[config.mk]
export PLATFORM = sky130hd
export DESIGN_NAME = mnist_argmax_display
export DESIGN_NICKNAME = d
export VERILOG_FILES = /design/src/rtl/mnist_pkg.sv /design/src/rtl/mnist_argmax_display_hex7seg_decoder.sv /design/src/rtl/mnist_argmax_display.sv
export SDC_FILE = /design/constraint.sdc
export NUM_CORES = 1
export LEC_CHECK = 0
export CORE_MARGIN = 3
export CORE_UTILIZATION = 48
export CTS_BUF_LIST = sky130_fd_sc_hd__clkbuf_8
export DETAILED_ROUTE_END_ITERATION = 12
export GPL_TIMING_DRIVEN = 0
export PLACE_DENSITY = 0.89
export SETUP_SLACK_MARGIN = 0.2
export SYNTH_ARGS = -nofsm -noshare
export SYNTH_HDL_FRONTEND = slang
export SYNTH_HIERARCHICAL = 1
export SYNTH_SLANG_ARGS = --single-unit
export TNS_END_PERCENT = 1
[constraint.sdc]
create_clock -name clk -period 5 [get_ports clk]
set_clock_uncertainty 0.1 [all_clocks]
set_input_delay 1 -clock clk [delete_from_list [all_inputs] [get_ports clk]]
set_output_delay 1 -clock clk [all_outputs]
set_load 0.005 [all_outputs]
[src/rtl/mnist_pkg.sv]
// Shared definitions for the MNIST argmax/display stage.
//   state_e         : scan controller states
//   SEG_BLANK       : active-low pattern with every segment off
//   SEG_TABLE       : active-low {g,f,e,d,c,b,a} glyphs for 0..F
//   DEFAULT_CLASSES : number of class scores produced by the classifier
package mnist_pkg;

  typedef enum logic [1:0] {
    IDLE = 2'd0,
    SCAN = 2'd1,
    DONE = 2'd2
  } state_e;

  localparam logic [6:0] SEG_BLANK = 7'h7F;

  localparam int unsigned DEFAULT_CLASSES = 10;

  // Entry n is the glyph for hex digit n (entry 15 is written first).
  localparam logic [15:0][6:0] SEG_TABLE = {
    7'h0E,  // F
    7'h06,  // E
    7'h21,  // d
    7'h46,  // C
    7'h03,  // b
    7'h08,  // A
    7'h10,  // 9
    7'h00,  // 8
    7'h78,  // 7
    7'h02,  // 6
    7'h12,  // 5
    7'h19,  // 4
    7'h30,  // 3
    7'h24,  // 2
    7'h79,  // 1
    7'h40   // 0
  };

endpackage

[src/rtl/mnist_argmax_display_hex7seg_decoder.sv]
// Combinational hex digit to 7-segment decoder.
//   digit : 4-bit value to display
//   seg   : active-low segments {g,f,e,d,c,b,a}
module hex7seg_decoder
  import mnist_pkg::*;
(
  input  logic [3:0] digit,
  output logic [6:0] seg
);

  always_comb begin
    seg = SEG_TABLE[digit];
  end

endmodule

[src/rtl/mnist_argmax_display.sv]
// Registered argmax stage for the MNIST classifier output.
// Latches a vector of signed class scores on a res_valid pulse, scans it one
// score per cycle for the maximum, then presents the winning index, its
// score, a one-hot LED vector and a 7-segment glyph.
//   clk, reset : clock and synchronous active-high reset
//   res_valid  : one-cycle pulse, res_data holds a full result
//   res_data   : flattened scores, class k at [k*ACC_WIDTH +: ACC_WIDTH]
//   busy       : scan in progress, res_valid ignored
//   done       : one-cycle pulse when new outputs appear
//   ready      : outputs hold a valid result
//   class_idx  : index of the maximum score (lowest index on ties)
//   max_value  : maximum score, signed
//   classes    : one-hot of class_idx
//   hex        : active-low glyph of class_idx
module mnist_argmax_display
  import mnist_pkg::*;
#(
  parameter int unsigned ACC_WIDTH = 32,
  parameter int unsigned CLASSES   = DEFAULT_CLASSES,
  parameter int unsigned IDX_W     = 4
) (
  input  logic                         clk,
  input  logic                         reset,
  input  logic                         res_valid,
  input  logic [CLASSES*ACC_WIDTH-1:0] res_data,
  output logic                         busy,
  output logic                         done,
  output logic                         ready,
  output logic [IDX_W-1:0]             class_idx,
  output logic [ACC_WIDTH-1:0]         max_value,
  output logic [CLASSES-1:0]           classes,
  output logic [6:0]                   hex
);

  state_e state_q, state_d;

  logic [CLASSES*ACC_WIDTH-1:0] score_q, score_d;
  logic [ACC_WIDTH-1:0]         best_q, best_d;
  logic [IDX_W-1:0]             best_idx_q, best_idx_d;
  logic [IDX_W-1:0]             ptr_q, ptr_d;

  logic                 busy_q, busy_d;
  logic                 done_q, done_d;
  logic                 ready_q, ready_d;
  logic [IDX_W-1:0]     class_idx_q, class_idx_d;
  logic [ACC_WIDTH-1:0] max_value_q, max_value_d;
  logic [CLASSES-1:0]   classes_q, classes_d;
  logic [6:0]           hex_q, hex_d;

  logic [ACC_WIDTH-1:0] cand;
  logic                 last_scan;
  logic [6:0]           seg_next;

  assign cand      = score_q[ptr_q*ACC_WIDTH +: ACC_WIDTH];
  assign last_scan = (ptr_q == IDX_W'(CLASSES - 1));

  // Decodes the post-compare winner so the glyph is ready on the final scan edge.
  hex7seg_decoder u_hex7seg_decoder (
    .digit (4'(best_idx_d)),
    .seg   (seg_next)
  );

  always_ff @(posedge clk) begin
    if (reset) begin
      state_q     <= IDLE;
      score_q     <= '0;
      best_q      <= '0;
      best_idx_q  <= '0;
      ptr_q       <= '0;
      busy_q      <= 1'b0;
      done_q      <= 1'b0;
      ready_q     <= 1'b0;
      class_idx_q <= '0;
      max_value_q <= '0;
      classes_q   <= '0;
      hex_q       <= SEG_BLANK;
    end else begin
      state_q     <= state_d;
      score_q     <= score_d;
      best_q      <= best_d;
      best_idx_q  <= best_idx_d;
      ptr_q       <= ptr_d;
      busy_q      <= busy_d;
      done_q      <= done_d;
      ready_q     <= ready_d;
      class_idx_q <= class_idx_d;
      max_value_q <= max_value_d;
      classes_q   <= classes_d;
      hex_q       <= hex_d;
    end
  end

  always_comb begin
    state_d = state_q;
    unique case (state_q)
      IDLE:    if (res_valid) state_d = SCAN;
      SCAN:    if (last_scan) state_d = DONE;
      DONE:    state_d = IDLE;
      default: state_d = IDLE;
    endcase
  end

  // Compare datapath: running maximum, strict greater-than keeps the lower index on ties.
  always_comb begin
    score_d    = score_q;
    best_d     = best_q;
    best_idx_d = best_idx_q;
    ptr_d      = ptr_q;
    unique case (state_q)
      IDLE: begin
        if (res_valid) begin
          score_d    = res_data;
          best_d     = res_data[ACC_WIDTH-1:0];
          best_idx_d = '0;
          ptr_d      = IDX_W'(1);
        end
      end
      SCAN: begin
        if ($signed(cand) > $signed(best_q)) begin
          best_d     = cand;
          best_idx_d = ptr_q;
        end
        if (!last_scan) ptr_d = ptr_q + IDX_W'(1);
      end
      default: ;
    endcase
  end

  // Result registers load on the SCAN->DONE edge so they and done are visible
  // together during the DONE cycle.
  always_comb begin
    busy_d      = busy_q;
    done_d      = 1'b0;
    ready_d     = ready_q;
    class_idx_d = class_idx_q;
    max_value_d = max_value_q;
    classes_d   = classes_q;
    hex_d       = hex_q;
    unique case (state_q)
      IDLE: begin
        if (res_valid) begin
          busy_d  = 1'b1;
          ready_d = 1'b0;
        end
      end
      SCAN: begin
        if (last_scan) begin
          done_d      = 1'b1;
          busy_d      = 1'b0;
          ready_d     = 1'b1;
          class_idx_d = best_idx_d;
          max_value_d = best_d;
          classes_d   = {{(CLASSES-1){1'b0}}, 1'b1} << best_idx_d;
          hex_d       = seg_next;
        end
      end
      default: ;
    endcase
  end

  assign busy      = busy_q;
  assign done      = done_q;
  assign ready     = ready_q;
  assign class_idx = class_idx_q;
  assign max_value = max_value_q;
  assign classes   = classes_q;
  assign hex       = hex_q;

endmodule

==> metrics <==
Post-Syn Instances=2108; wire length per cell=22.2 microns; initial antenna violation count=10; Setup WS pre-CTS=-1.25 ns; Final Hold Fails=0; ys async rst share=0%; Total GRT Usage=33.0%; Synth Register Bits=between 400 and 500; worst endpoint required time=approximately 5.4 ns; WP data arrival=5.45 ns; period utilisation layout=102%; DRC Markers=0; Clock Latency Late Sink=0.60 ns; DR vias=18400; Critical Setup Path Class=reg2reg; Area Growth Syn to Fin=38.4%; Seq/Total Area, Yosys=46.0%; Crit. End Element=flop; CP max FO=7; TritonRoute pass-1 iters=9; RSZ-0062 raised after global routing=true; num ports=379; hold_ws=between 0.3 and 0.4 ns; Overflow after GRT=0; largest net degree at the start of global routing=11; type of the tightest min-delay check=reg2reg; final cell count without fillers=about 3200; # placed instances=roughly 3000; post-synthesis average cell area=8.63 sq um; DIE WIDTH=201 microns; number of flops mapped to enable cells by yosys=0; Max Slew Vio Count=0; CP peak stage delay=approximately 0.53 ns; worst slew pin tran=a little under 1 ns; Placer Congestion=0.963; CTS clk-pin slew, worst paths=approximately 0.06 ns; Worst path slowest cell=mux4_2; Static Leak=9.41 nW; Critical Path Start Type=flop; WL final=~70000 microns; post-layout min period=5.08 ns; post-synth cell types=60; Final Power=8.79 mW; TNS Setup=-0.281 ns; HPWL after DPL=54200 microns; post-DR vias/cell=5.83; CTS Buf Count=69; CTS tree=built; hold depth=2; fin area=25200 sq um; R2R depth=23; Root Driver=clkbuf_8; MaxCap Viol Count=0; layout cells sized above 1=13.1%; post-route ant nets=0; # nets final=between 2000 and 3000; status=complete, but fails checks; final setup margin=-0.0831 ns; row count=70; I/O Buffers=377; Max transition margin=33.6%; Power Density=349 nW/um^2; Max VDD drop=0.240 mV; final core occ=68.2%; clk sinks=around 420; Area after DPL=22700 sq um; Initial Utilization=about half; crit-path cells=clkbuf_16 > buf_12 > buf_12 > mux4_2 > mux2i_4 > o22ai_4 > ha_4 > nand4_1 > nor4_4 > buf_4 > o31ai_4 > buf_6 > nand2b_4 > mux2i_4 > buf_6 > a22oi_2 > inv_2 > inv_4 > ha_4 > inv_2 > mux4_2 > nand2_1 > nand3b_1; vias in the first global route=18400; Post-Syn Area=18200 sq um; height of the die=201 microns; Max Root-Sink Buffers=3; H-tree Lvls=3; initial DRC count=1841; Ys Warns=6; Final setup viols=5; Post-synth top flop=dfxtp_1; die area=40300 sq um; failing checks=setup timing; fmax=197 MHz; core area=about 37000 sq um; first-pass GRT wire length=around 100000 microns; Net Count, Synth=2472
-- state kept, by name, indices dropped and copies added, names as in the netlist, 2 cells and up --
name / flops
score_q: 320
ptr_q: 4
state_q: 2
best_q: 32
max_value: 32
best_idx_q: 4
hex: 7
class_idx: 4
classes: 10
-- cells in the mapped netlist, types with 3 or more instances --
master	n	share of area (%)
a211oi_1	67	2.8
a21o_1	4	0.17
a21oi_1	338	9.3
a222oi_1	32	1.8
a32o_1	4	0.22
buf_1	7	0.14
buf_2	10	0.28
buf_6	6	0.37
clkbuf_1	154	3.2
dfxtp_1	418	46
ha_1	41	2.8
inv_1	39	0.80
mux2i_1	70	3.9
mux4_2	64	7.9
nand2_1	674	14
nand2b_1	3	0.10
nand3_1	7	0.19
nand3b_1	7	0.29
nand4_1	7	0.24
nor2_1	61	1.3
nor2b_1	5	0.17
nor3_1	6	0.17
o21ai_0	4	0.11
o22ai_1	32	1.1
o41ai_2	5	0.45
or2_2	4	0.14
-- power breakdown --
part	internal [mW]	switching, mW
clock network	1.80	1.40
registers	3.56	0.126
logic	0.868	1.04
-- kinds of logic (layout without fill, tap and decap cells) --
group / count (synthesis) / after routing / share of synthesized area (%)
adder cells (fa/ha/maj): 41 / 41 / 2.82
other: 0 / 3 / 0
buffers and inverters: 217 / 760 / 4.81
XOR/XNOR: 1 / 1 / 0.0481
AND/OR/NAND/NOR: 786 / 786 / 17.1
AO/OA/AOI/OAI: 508 / 508 / 17.1
multiplexers: 137 / 137 / 12.1
flip-flops: 418 / 418 / 46.0
-- final timing paths --
path	start	to	slack [ns]
setup / recovery	ptr_q[0]	hex[3]	-0.08
hold / removal	score_q[110]	score_q[110]	0.35
setup reg to reg	ptr_q[0]	hex[3]	-0.08
hold reg to reg	score_q[110]	score_q[110]	0.35
-- per-layer routing --
metal	routed length, microns	GRT usage, %	vias up	part of all wire, %
li1	-	-	8307	-
met1	25800	39.3	8748	37
met2	34500	58.2	1116	49
met3	6840	7.13	229	9.8
met4	2890	13.1	16	4.1
met5	110	0	-	0.16
-- critical path, delay by kind of cell, from the launching register on --
kind | cells | cell delay [ns]
AO/OA/AOI/OAI | 3 | 0.27
flip-flops | 1 | 0.35
buffers and inverters | 9 | 1.23
multiplexers | 4 | 1.46
AND/OR/NAND/NOR | 5 | 0.92
adder cells (fa/ha/maj) | 2 | 0.60
-- layout by cell type, fill, tap and decap left out, types with 45 or more instances in the layout --
cell type / Yosys / layout
clkbuf_1: 154 / 138
clkdlybuf4s50_1: 0 / 377
mux4_2: 64 / 65
nand2_1: 674 / 673
nor2_1: 61 / 61
mux2i_1: 70 / 45
inv_1: 39 / 53
a21oi_1: 338 / 333
a211oi_1: 67 / 66
clkbuf_8: 0 / 87
dfxtp_1: 418 / 417
-- layout make-up --
class / count / area [sq um]
Fill cell: 2853 / 11800
Sequential cell: 418 / 8370
Buffer: 177 / 915
Multi-Input combinational cell: 1473 / 9480
Antenna cell: 3 / 7.51
Inverter: 40 / 158
Tap cell: 504 / 631
Clock inverter: 35 / 288
Clock buffer: 85 / 1170
Timing Repair Buffer: 423 / 4180
-- timing repair --
action,in CTS,in global routing
gates resized for setup,127,22
hold buffers,0,0
pin swaps,40,19
setup buffers,34,10
endpoints found under the setup margin,88,18
cloned,2,0
No activity file was read; power rests on OpenSTA's default activity.
